## config.mk

```make
export PLATFORM = sky130hd
export DESIGN_NAME = alu_arbiter_flat
export DESIGN_NICKNAME = d
export VERILOG_FILES = /design/src/rtl/alu_arbiter_pkg.sv /design/src/rtl/Spi.sv /design/src/rtl/rr_picker.sv /design/src/rtl/alu_arbiter.sv /design/src/flat_wrapper.sv
export SDC_FILE = /design/constraint.sdc
export NUM_CORES = 1
export LEC_CHECK = 0
export CAP_MARGIN = 30
export CORE_ASPECT_RATIO = 1.2
export CORE_MARGIN = 2
export CORE_UTILIZATION = 46
export DETAILED_ROUTE_END_ITERATION = 7
export GPL_ROUTABILITY_DRIVEN = 1
export PLACE_DENSITY_LB_ADDON = 0.1
export SLEW_MARGIN = 20
export SYNTH_ARGS = -nofsm -noshare
export SYNTH_HDL_FRONTEND = slang
export SYNTH_SLANG_ARGS = --single-unit
```

## constraint.sdc

```tcl
create_clock -name i_clock -period 3.7 [get_ports i_clock]
set_input_delay 0.74 -clock i_clock [delete_from_list [all_inputs] [get_ports i_clock]]
set_output_delay 0.74 -clock i_clock [all_outputs]
set_load 0.02 [all_outputs]
```

## src/rtl/alu_arbiter_pkg.sv

```systemverilog
// rtl/alu_arbiter_pkg.sv - ISA types shared by the ALU arbiter: opcodes, ALU packet, arbiter states
package alu_arbiter_pkg;

    localparam int REGISTER_SIZE = 8;
    localparam int SPI_NSS_BITS  = 4;

    typedef enum logic [2:0] {
        OP_ADD = 3'd0,
        OP_SUB = 3'd1,
        OP_AND = 3'd2,
        OP_OR  = 3'd3,
        OP_XOR = 3'd4
    } Operation;

    // Field order puts op_code in the LSBs, so bit 0 on the wire is op_code[0].
    typedef struct packed {
        logic [REGISTER_SIZE-1:0] op_2;
        logic [REGISTER_SIZE-1:0] op_1;
        Operation                 op_code;
    } AluPacket;

    localparam int ALU_PACKET_WIDTH = $bits(AluPacket);

    typedef enum logic [2:0] {
        IDLE  = 3'd0,
        START = 3'd1,
        TX    = 3'd2,
        WAIT  = 3'd3,
        RX    = 3'd4,
        DONE  = 3'd5
    } arb_state_t;

endpackage

```

## src/rtl/Spi.sv

```systemverilog
// rtl/Spi.sv - SPI bus between the ALU arbiter (master) and the serial ALU slave
interface Spi;
    import alu_arbiter_pkg::*;

    logic [SPI_NSS_BITS-1:0] nss;
    logic                    mosi;
    logic                    miso;

    modport MasterSpi (output nss, output mosi, input miso);
    modport SlaveSpi  (input nss, input mosi, output miso);
endinterface

```

## src/rtl/rr_picker.sv

```systemverilog
// rtl/rr_picker.sv - combinational round-robin select: first set request at or after the pointer
module rr_picker #(
    parameter int  N  = 4,
    localparam int IW = $clog2(N)
) (
    input  logic [N-1:0]  i_req,
    input  logic [IW-1:0] i_ptr,
    output logic          o_valid,
    output logic [IW-1:0] o_index
);
    logic [IW:0] w_cand;

    // Scan from the farthest offset down so the nearest requester is the last write.
    always_comb begin
        o_valid = 1'b0;
        o_index = '0;
        w_cand  = '0;
        for (int off = N - 1; off >= 0; off--) begin
            w_cand = {1'b0, i_ptr} + (IW + 1)'(off);
            if (w_cand >= (IW + 1)'(N)) begin
                w_cand = w_cand - (IW + 1)'(N);
            end
            if (i_req[w_cand[IW-1:0]]) begin
                o_valid = 1'b1;
                o_index = w_cand[IW-1:0];
            end
        end
    end
endmodule

```

## src/rtl/alu_arbiter.sv

```systemverilog
// rtl/alu_arbiter.sv - round-robin SPI master sharing the serial ALU slave; ALU_ARBITER_TIMEOUT_EN adds a WAIT watchdog and o_error
module alu_arbiter
    import alu_arbiter_pkg::*;
#(
    parameter int NumRequesters = 4,
    parameter int NssPosition   = 0,
    parameter int TimeoutCycles = 64
) (
    input  logic                                         i_clock,
    input  logic                                         i_reset,
    input  logic [NumRequesters-1:0]                     i_req,
    input  Operation [NumRequesters-1:0]                 i_op_code,
    input  logic [NumRequesters-1:0][REGISTER_SIZE-1:0]  i_op_1,
    input  logic [NumRequesters-1:0][REGISTER_SIZE-1:0]  i_op_2,
    output logic [NumRequesters-1:0]                     o_grant,
    output logic [NumRequesters-1:0]                     o_done,
    output logic [REGISTER_SIZE-1:0]                     o_result,
    output logic                                         o_busy,
`ifdef ALU_ARBITER_TIMEOUT_EN
    output logic                                         o_error,
`endif
    Spi.MasterSpi                                        spi
);
    localparam int W  = ALU_PACKET_WIDTH;
    localparam int R  = REGISTER_SIZE;
    localparam int IW = $clog2(NumRequesters);
    localparam int TW = $clog2(W);
    localparam int RW = $clog2(R);

    arb_state_t               r_state;
    arb_state_t               w_next;
    logic [IW-1:0]            r_idx;
    logic [IW-1:0]            r_ptr;
    logic [IW-1:0]            w_pick_idx;
    logic                     w_pick_valid;
    AluPacket                 r_packet;
    logic [TW-1:0]            r_tx_cnt;
    logic [RW-1:0]            r_rx_cnt;
    logic [R-2:0]             r_rx_data;
    logic [R-1:0]             r_result;
    logic [NumRequesters-1:0] w_onehot;

`ifdef ALU_ARBITER_TIMEOUT_EN
    localparam int TOW = $clog2(TimeoutCycles + 1);
    logic [TOW-1:0] r_wait_cnt;
    logic           r_error;
    logic           w_timeout;
    assign w_timeout = !spi.miso && (r_wait_cnt == TOW'(TimeoutCycles - 1));
    assign o_error   = r_error;
`endif

    rr_picker #(.N(NumRequesters)) u_picker (
        .i_req   (i_req),
        .i_ptr   (r_ptr),
        .o_valid (w_pick_valid),
        .o_index (w_pick_idx)
    );

    always_ff @(posedge i_clock) begin
        if (i_reset) begin
            r_state <= IDLE;
        end else begin
            r_state <= w_next;
        end
    end

    always_comb begin
        w_next = r_state;
        case (r_state)
            IDLE:  if (w_pick_valid) w_next = START;
            START: w_next = TX;
            TX:    if (r_tx_cnt == TW'(W - 1)) w_next = WAIT;
            WAIT: begin
                if (spi.miso) begin
                    w_next = RX;
                end
`ifdef ALU_ARBITER_TIMEOUT_EN
                else if (w_timeout) begin
                    w_next = DONE;
                end
`endif
            end
            RX:    if (r_rx_cnt == RW'(R - 1)) w_next = DONE;
            DONE:  w_next = IDLE;
            default: w_next = IDLE;
        endcase
    end

    always_ff @(posedge i_clock) begin
        if (i_reset) begin
            r_idx     <= '0;
            r_ptr     <= '0;
            r_packet  <= '0;
            r_tx_cnt  <= '0;
            r_rx_cnt  <= '0;
            r_rx_data <= '0;
            r_result  <= '0;
`ifdef ALU_ARBITER_TIMEOUT_EN
            r_wait_cnt <= '0;
            r_error    <= 1'b0;
`endif
        end else begin
            case (r_state)
                IDLE: begin
                    r_tx_cnt <= '0;
                    r_rx_cnt <= '0;
`ifdef ALU_ARBITER_TIMEOUT_EN
                    r_wait_cnt <= '0;
`endif
                    if (w_pick_valid) begin
                        r_idx            <= w_pick_idx;
                        r_packet.op_2    <= i_op_2[w_pick_idx];
                        r_packet.op_1    <= i_op_1[w_pick_idx];
                        r_packet.op_code <= i_op_code[w_pick_idx];
                    end
                end
                TX: begin
                    if (r_tx_cnt != TW'(W - 1)) r_tx_cnt <= r_tx_cnt + 1'b1;
                end
`ifdef ALU_ARBITER_TIMEOUT_EN
                WAIT: begin
                    r_wait_cnt <= r_wait_cnt + 1'b1;
                    if (w_timeout) begin
                        r_result <= '0;
                        r_error  <= 1'b1;
                    end
                end
`endif
                RX: begin
                    // Shift in from the top so the first (LSB) bit ends up at bit 0.
                    r_rx_data <= {spi.miso, r_rx_data[R-2:1]};
                    if (r_rx_cnt == RW'(R - 1)) begin
                        r_result <= {spi.miso, r_rx_data};
                    end else begin
                        r_rx_cnt <= r_rx_cnt + 1'b1;
                    end
                end
                DONE: begin
                    r_ptr <= (r_idx == IW'(NumRequesters - 1)) ? '0 : r_idx + 1'b1;
`ifdef ALU_ARBITER_TIMEOUT_EN
                    r_error <= 1'b0;
`endif
                end
                default: ;
            endcase
        end
    end

    always_comb begin
        w_onehot = NumRequesters'(1) << r_idx;
        o_grant  = (r_state != IDLE) ? w_onehot : '0;
        o_done   = (r_state == DONE) ? w_onehot : '0;
        o_busy   = (r_state != IDLE);
        spi.nss  = '1;
        spi.mosi = 1'b0;
        case (r_state)
            START: begin
                spi.nss[NssPosition] = 1'b0;
                spi.mosi             = 1'b1;
            end
            TX: begin
                spi.nss[NssPosition] = 1'b0;
                spi.mosi             = r_packet[r_tx_cnt];
            end
            WAIT, RX: spi.nss[NssPosition] = 1'b0;
            default: ;
        endcase
    end

    assign o_result = r_result;
endmodule
```

## src/flat_wrapper.sv

```systemverilog
// flat-port wrapper written by rule: the top's interface ports become plain ports
module alu_arbiter_flat import alu_arbiter_pkg::*;
#(
    parameter int NumRequesters = 4,
    parameter int NssPosition   = 0,
    parameter int TimeoutCycles = 64
)
  (i_clock, i_reset, i_req, i_op_code, i_op_1, i_op_2, o_grant, o_done, o_result, o_busy, spi_nss, spi_mosi, spi_miso);
  Spi spi_i ();
  input  logic i_clock;
  input  logic i_reset;
  input  logic [NumRequesters-1:0] i_req;
  input  Operation [NumRequesters-1:0] i_op_code;
  input  logic [NumRequesters-1:0][REGISTER_SIZE-1:0] i_op_1;
  input  logic [NumRequesters-1:0][REGISTER_SIZE-1:0] i_op_2;
  output logic [NumRequesters-1:0] o_grant;
  output logic [NumRequesters-1:0] o_done;
  output logic [REGISTER_SIZE-1:0] o_result;
  output logic o_busy;
  output wire logic [$bits(spi_i.nss)-1:0] spi_nss;
  output wire logic [$bits(spi_i.mosi)-1:0] spi_mosi;
  input wire logic [$bits(spi_i.miso)-1:0] spi_miso;
  assign spi_nss = spi_i.nss;
  assign spi_mosi = spi_i.mosi;
  assign spi_i.miso = spi_miso;
  alu_arbiter #(.NumRequesters(NumRequesters), .NssPosition(NssPosition), .TimeoutCycles(TimeoutCycles)) u_core (.i_clock(i_clock), .i_reset(i_reset), .i_req(i_req), .i_op_code(i_op_code), .i_op_1(i_op_1), .i_op_2(i_op_2), .o_grant(o_grant), .o_done(o_done), .o_result(o_result), .o_busy(o_busy), .spi(spi_i));
endmodule
```

# == After elaboration in Yosys (flattened, before gate mapping) ==
# Cells that the tools add are included.
# totals
ff_bits,49
in_bits,83
out_inout_bits,22
elab_cells,98
# op_classes
add_sub_neg,10
n_lt_le_gt_ge,10
eq_ne,15
shift,1
n_mux,42
reduce_logical,10
# op_table
op,count
8-bit binary-select mux with 2-bit select,2
2-bit 2-to-1 mux,9
3-bit 2-to-1 mux,6
8-bit 2-to-1 mux,2
2-bit by 3-bit < comparator with 1-bit output (second input constant),5
3-bit case mux with 5 select lines,1
1-bit 2-to-1 mux,10
5-bit case mux with 2 select lines,1
3-bit == test (second input constant),3
3-bit greater-or-equal comparator (second input constant),3
1-bit binary-select mux with 2-bit select,4
4-bit 2-to-1 mux,2
2-bit AND reduction,4
2-bit by 1-bit subtractor with 2-bit output (second input constant),4
2-bit by 2-bit adder with 3-bit output (second input constant),2
3-bit binary-select mux with 2-bit select,1
3-bit by 2-bit == test with 1-bit output (second input constant),2
5-bit by 6-bit < comparator with 1-bit output (second input constant),1
2-bit by 1-bit != test with 1-bit output (second input constant),3
2-bit != test (second input constant),3
3-bit case mux with 2 select lines,1
5-bit by 1-bit adder with 5-bit output (second input constant),1
1-bit binary-select mux with 5-bit select,1
5-bit == test (second input constant),1
other kinds (15),16

# == Longest topological paths before layout ==
# Gate-level depths: netlist (run 1).
# logic_depth
word_depth,11
depth_mapped,7
ltp_nobuf,6

# == Modules after synthesis ==
# A second synthesis (run 1) with hierarchy kept.
# unflattened
hier_cells,314
hier_area_um2,2817.7
# by_module_without_submodules
module,instances,cells_per_inst,area_per_inst_um2,seq_area_each_um2
alu_arbiter,1,301,2740.1,980.9
rr_picker,1,13,77.6,0.0

# == Worst setup path after synthesis (run 1) ==
# Ideal clock, no wire load.
# synth_timing
path_type,reg2out
startpoint,register u_core.r_tx_cnt[0]
endpoint,output spi_mosi
t_arrival_ns,1.450
required_time_ns,2.960
setup_slack_ns,1.510
path_stages_with_launch,7
n_path_buf,1
path_cell_list,dfxtp_1 > buf_2 > mux4_2 > nand3b_1 > nand4_1 > nand3b_1 > a31oi_1
# synth_via
elab_chain_cells,3
# synth_rtl
item,line_no,text
start: declaration,alu_arbiter.sv:37,logic [TW-1:0] r_tx_cnt;
start signal: assignment,alu_arbiter.sv:118,if (r_tx_cnt != TW'(W - 1)) r_tx_cnt <= r_tx_cnt + 1'b1;
1-bit binary-select mux with 5-bit select,alu_arbiter.sv:163,spi.mosi = r_packet[r_tx_cnt];
1-bit 2-to-1 mux (not written as such),alu_arbiter.sv:163,
1-bit case mux with 2 select lines,alu_arbiter.sv:156,case (r_state)
end: declaration,flat_wrapper.sv:21,output wire logic [$bits(spi_i.mosi)-1:0] spi_mosi;
# Every way passes these cells. The select of a mux whose other input is x is not followed.

# == Worst setup path in the final report (run 1) ==
# Ends and elaborated chain as after synthesis.

==> flow_summary.yaml, run 1 <==
die:
  die_h_um: 89.6
  rows: 31
  pin_count: 105
  fp.dieW_um: 75.3
  start_util_pct: 47.0
  die_area_um2: 6750
  core-area_um2: 5970
clock_tree:
  htree_levels: 2
  cts-buffers-inserted: 5
  ctsResizeCount: 0
  hold_buffers: 0
  cts_tree: "done"
  clock-sinks: 49
  cts.clk_slew.worst_paths_ns: 0.10
  cts_max_path_buffers: 2
  root_buffer: "clkbuf_8"
  post_cts.repair.setup_buffers: 0
  clk_latency_ns: 0.31
finish:
  area_delta_synth_final_pct: 38.6
  final_util_pct: 65.2
  nNetsFinal: 492
  insertedDiodeCount: 0
  drive_gt1_share_pct: 5.47
critical_path:
  crit_arrival_ns: 2.39
  cpPeakStageDelay_ns: 0.58
  worst_ep_required_time_ns: 2.96
  r2r_start: "u_core.r_ptr[1]"
  r2r_slack_ns: 1.64
  critPathKind: "reg -> out"
  worstSetupStartpoint: "u_core.r_tx_cnt[0]"
  r2r-end: "u_core.r_packet[18]"
  reg2reg_depth: 5
  crit_slowest_cell: "dfxtp_1"
  crit_buf_inv: 1
  critPathTopFamily: "flip-flops"
  start_kind: "flop"
  crit_path_cell_trace: "mux4_2 > nand3_1 > nand4_1 > nand3b_1 > a31oi_1 > clkdlybuf4s50_1"
  cp-end-kind: "primary output"
  path_depth: 6
  cp_max_fo: 10
  endpoint: "spi_mosi"
sta:
  slew_viol_final: 0
  worst_slew_pin_slew_ns: 0.674
  rsz0062_at_grt: "no"
  timing.final.crit_share_pct: 84.6
  finalHoldViolCount: 0
  setup_tns_ns: 0
  finalSetupViolations: 0
  period_needed_ns: 3.13
  clock.fmax_mhz: 320
  worst_clock_skew_ns: 0.0111
  slew-limit-headroom_pct: 55.1
flow_run:
  drv_cap: 0
global_route:
  antenna_found_initial: 0
  grt-ovfl-total: 0
  first_global_vias: 2395
  grt_usage_pct: 19.7
  grt_pass1_wl_um: 10400
  grt_max_degree: 39
synth:
  ys_warn_count: 0
  syn_inst: 312
  netlist_top_cells_area: "dfxtp_1 35%, mux2i_1 14%, nand2_1 8.0%, o221ai_1 5.3%, a21oi_1 4.5%"
  synth-seq-cells: 49
  syn_avg_cell_area_um2: 9.00
  synth_top_area_cell: "dfxtp_1"
  ys_seq_area_share_pct: 34.9
  yosysUniqueCellTypes: 43
  netlist.area_leader.share_pct: 34.9
  syn_area_um2: 2810
power:
  p_leak_nw: 1.38
  max-vdd-ir-drop_mv: 0.170
  powerDensity_nw_per_um2: 338
  totalPowerFinal_mw: 1.31
detailed_routing:
  routed_via_density: 5.17
  vias: 2500
  drc: 0
  ant_nets: 0
  dr.pass1.iters: 4
  routedWlPerCell_um: 12.7
  drt_iter0_markers: 119
  drt_wl_total_um: 6140
placement:
  port_buffers: 101
  place.gp.congestion: 0.742
  hpwl_um: 4690
min_path:
  hp-class: "reg -> reg"
run_status:
  outcome: "finished, final reports clean"
==> metal layers <==
| layer | up-vias | GRT usage [%] | share of wire (%) |
|---|---|---|---|
| li1 | 1284 | - | - |
| met1 | 1133 | 23.4 | 42 |
| met2 | 75 | 34.3 | 51 |
| met3 | 8 | 5.13 | 5.2 |
| met4 | 0 | 6.38 | 1.6 |
| met5 | - | 0 | 0 |
==> layout by cell type (no fill, tap or decap), drive strengths merged, types with 2 or more instances in the layout <==
| master | n |
|---|---|
| a21oi | 25 |
| a31oi | 2 |
| and2 | 10 |
| and3 | 3 |
| buf | 2 |
| clkbuf | 5 |
| clkdlybuf4s50 | 101 |
| conb | 3 |
| dfxtp | 49 |
| ha | 8 |
| inv | 6 |
| mux2i | 41 |
| mux4 | 4 |
| nand2 | 60 |
| nand2b | 5 |
| nand3 | 8 |
| nand3b | 4 |
| nand4 | 6 |
| nor2 | 15 |
| nor3 | 5 |
| o211ai | 2 |
| o21a | 2 |
| o21ai | 2 |
| o221ai | 18 |
| or3 | 2 |
| xor2 | 3 |
==> cells in the mapped netlist <==
cell type  instances
a21oi_1           25
a311oi_2           1
a31oi_1            2
and2_1            10
and2b_1            1
and3_1             3
and3b_1            1
buf_12             1
buf_2              4
buf_4              3
buf_6              4
buf_8              2
clkbuf_1           9
conb_1             1
dfxtp_1           49
ha_1               8
inv_1              6
mux2i_1           40
mux2i_4            1
mux4_2             4
nand2_1           60
nand2b_1           5
nand3_1            7
nand3_4            1
nand3b_1           4
nand4_1            6
nor2_1            13
nor2_2             1
nor2_8             1
nor2b_1            1
nor3_1             3
nor3_2             2
nor3b_1            1
nor4_1             1
o2111ai_1          1
o211ai_1           2
o21a_1             2
o21ai_0            2
o221ai_1          17
o221ai_2           1
or3_1              2
or4_1              1
xor2_1             3
==> cell type report <==
| type | count | area [um2] |
|---|---|---|
| Fill cell | 568 | 2080 |
| Inverter | 6 | 22.5 |
| Clock buffer | 5 | 68.8 |
| Timing Repair Buffer | 103 | 1030 |
| Tap cell | 82 | 103 |
| Clock inverter | 3 | 46.3 |
| Multi-Input combinational cell | 236 | 1650 |
| Sequential cell | 49 | 981 |
==> logic make-up after synthesis <==
logic type | Yosys count | synth area share [%]
AND/OR/NAND/NOR | 124 | 22.2
AO/OA/AOI/OAI | 53 | 13.0
flip-flops | 49 | 34.9
multiplexers | 45 | 18.3
buffers and inverters | 29 | 6.91
adder cells (fa/ha/maj) | 8 | 3.57
XOR/XNOR | 3 | 0.936
other | 1 | 0.134
==> worst min path at each step <==
stage / from / end / slack (ns) / depth (start not counted)
global route: u_core.r_rx_data[0] / u_core.o_result[0] / 0.47 / 2
CTS: u_core.r_rx_data[0] / u_core.o_result[0] / 0.46 / 2
finish: u_core.r_rx_data[0] / u_core.o_result[0] / 0.46 / 2
floorplan: u_core.r_packet[6] / u_core.r_packet[6] / 0.43 / 2
detailed placement: u_core.r_rx_data[0] / u_core.o_result[0] / 0.44 / 2
global placement: u_core.r_rx_data[0] / u_core.o_result[0] / 0.44 / 2
==> tightest hold or removal path, stage by stage, from the launching register on <==
cell and delay [ns]:
dfxtp_1 0.32, nand2_1 0.05, a21oi_1 0.05
==> state kept, by name, summed over array words and instances (netlist names) <==
register / cells
u_core.o_result: 8
u_core.r_idx: 2
u_core.r_packet: 19
u_core.r_ptr: 2
u_core.r_rx_cnt: 3
u_core.r_rx_data: 7
u_core.r_state: 3
u_core.r_tx_cnt: 5
==> power by group <==
group,internal [mW],switching (mW)
Clock,0.202,0.187
Combinational,0.176,0.145
Sequential,0.567,0.0364
==> stage by stage <==
stage / hold slack (ns) / setup slack, ns / area [um2] / instances
2_1_floorplan: 0.426 / 1.51 / 2820 / 314
3_5_place_dp: 0.444 / 0.852 / 3780 / 476
5_1_grt: 0.473 / 0.358 / 3890 / 484
4_1_cts: 0.458 / 0.553 / 3890 / 484
3_3_place_gp: 0.438 / 0.915 / 3780 / 476
6_report: 0.455 / 0.571 / 3890 / 484
(Power assumes the default switching activity.)
==> run 2, diff against run 1 <==
- CORE_UTILIZATION: 46 -> 40
- clock period: 3.7 -> 2.6 ns (I/O delays scaled with it)
==> flow_summary.yaml, run 2 (synthesized netlist as in run 1, its figures left out) <==
finish:
  nNetsFinal: 496
  seq_area_um2: 988
  top_register: "u_core.r_packet"
  insertedDiodeCount: 0
  drive_gt1_share_pct: 7.39
  layout_commonest_cell: "clkdlybuf4s50_1"
  layout_common_cells: "100 x clkdlybuf4s50_1, 60 x nand2_1, 45 x dfxtp_1"
  fillCellCount: 644
  multiInputGateArea_um2: 1650
  largest_register_ffs: 19
  area_delta_synth_final_pct: 40.6
sta:
  slew_viol_final: 0
  clock.fmax_mhz: 410
  worst_clock_skew_ns: 0.00807
  setup_tns_ns: 0
  finalHoldViolCount: 0
  period_needed_ns: 2.44
  rsz0062_at_grt: "no"
  finalSetupViolations: 0
  timing.final.crit_share_pct: 93.9
  finalWorstSetupSlack_ns: 0.159
critical_path:
  crit_arrival_ns: 1.92
  crit_path_cell_trace: "mux4_2 > nand3_1 > nand4_1 > nand3b_1 > a31oi_1 > dlygate4sd2_1"
  cp-end-kind: "primary output"
  worst_ep_required_time_ns: 2.08
  cp_max_fo: 7
  cpPeakStageDelay_ns: 0.51
  start_kind: "flop"
  crit_buf_inv: 1
  critPathKind: "reg -> out"
  critPathTopFamily: "multiplexers"
  crit_slowest_cell: "mux4_2"
clock_tree:
  clock-sinks: 49
  post_cts.repair.setup_buffers: 0
  clk_latency_ns: 0.31
  cts-buffers-inserted: 5
  htree_levels: 2
  root_buffer: "clkbuf_8"
  cts.clk_slew.worst_paths_ns: 0.09
  cts_max_path_buffers: 2
  cts_tree: "done"
  hold_buffers: 0
die:
  die_h_um: 95.8
  core-area_um2: 6810
  die_area_um2: 7710
  start_util_pct: 41.2
  pin_count: 105
  fp.dieW_um: 80.5
  rows: 33
global_route:
  first_global_vias: 2449
  grt_max_degree: 39
  antenna_found_initial: 0
  grt_usage_pct: 17.5
  grt_pass1_wl_um: 10700
  grt-ovfl-total: 0
detailed_routing:
  ant_nets: 0
  vias: 2487
  drt_wl_total_um: 6160
  drc: 0
  dr.pass1.iters: 4
  drt_iter0_markers: 108
  routed_via_density: 5.04
  routedWlPerCell_um: 12.5
power:
  max-vdd-ir-drop_mv: 0.220
  p_leak_nw: 1.41
  powerDensity_nw_per_um2: 475
placement:
  hpwl_um: 4870
  post-place-ws_ns: 0.112
  port_buffers: 101
  place.gp.congestion: 0.790
flow_run:
  drv_cap: 0
run_status:
  outcome: "finished, final reports clean"
min_path:
  hp-class: "reg -> reg"
-- run 2: layout make-up --
type,count,share of cell area (%)
Sequential cell,49,25.0
Timing Repair Buffer,107,27.0
Clock inverter,3,1.17
Inverter,6,0.571
Multi-Input combinational cell,236,41.7
Tap cell,87,2.76
Clock buffer,5,1.74
-- run 2: final timing paths --
| kind | from | endpoint | slack, ns | cells after the start |
|---|---|---|---|---|
| max | u_core.r_tx_cnt[0] | spi_mosi | 0.16 | 6 |
| min | u_core.o_result[0] | u_core.o_result[0] | 0.46 | 2 |
| max reg2reg | u_core.r_ptr[0] | u_core.r_packet[3] | 0.81 | 6 |
| min reg2reg | u_core.o_result[0] | u_core.o_result[0] | 0.46 | 2 |
-- run 2: repair_timing --
action / CTS / global route
pin swaps: 0 / 0
resized for setup: 2 / 4
setup endpoints to repair: 1 / 5
-- run 2: where the power goes --
part | internal, mW | total [mW] | switching [mW]
clock network | 0.288 | 0.549 | 0.261
logic | 0.260 | 0.470 | 0.210
registers | 0.808 | 0.858 | 0.0492
-- run 2: per-stage QoR --
step	std cells	total power, mW	util, %	instance area, um2	hold slack [ns]
after global placement	485	1.34	56.2	3830	0.439
after detailed placement	485	1.35	56.2	3830	0.448
after global routing	493	1.97	57.9	3950	0.474
after floorplan	314	1.15	-	2820	0.426
final	493	1.88	57.9	3950	0.458
after CTS	493	1.90	57.9	3940	0.462
-- run 2: metal layers --
metal | track usage, % | share of wire (%) | vias to the layer above
met5 | 0 | 0 | -
met4 | 5.93 | 1.4 | 0
met3 | 3.85 | 5.7 | 5
met2 | 32.4 | 51 | 76
met1 | 19.7 | 42 | 1110
li1 | - | - | 1296
-- run 2: worst reg2reg max path, cell delays in order (launching register included) --
cell	delay, ns
dfxtp_1	0.40
and2b_1	0.21
a311oi_2	0.39
nor2_4	0.08
buf_12	0.19
mux2i_1	0.24
o221ai_1	0.15
==> run 3, diff against run 2 <==
- GPL_ROUTABILITY_DRIVEN: 1 -> not set
==> results of run 3 <==
The final DEF is identical to that of run 2; final timing and power are the same.
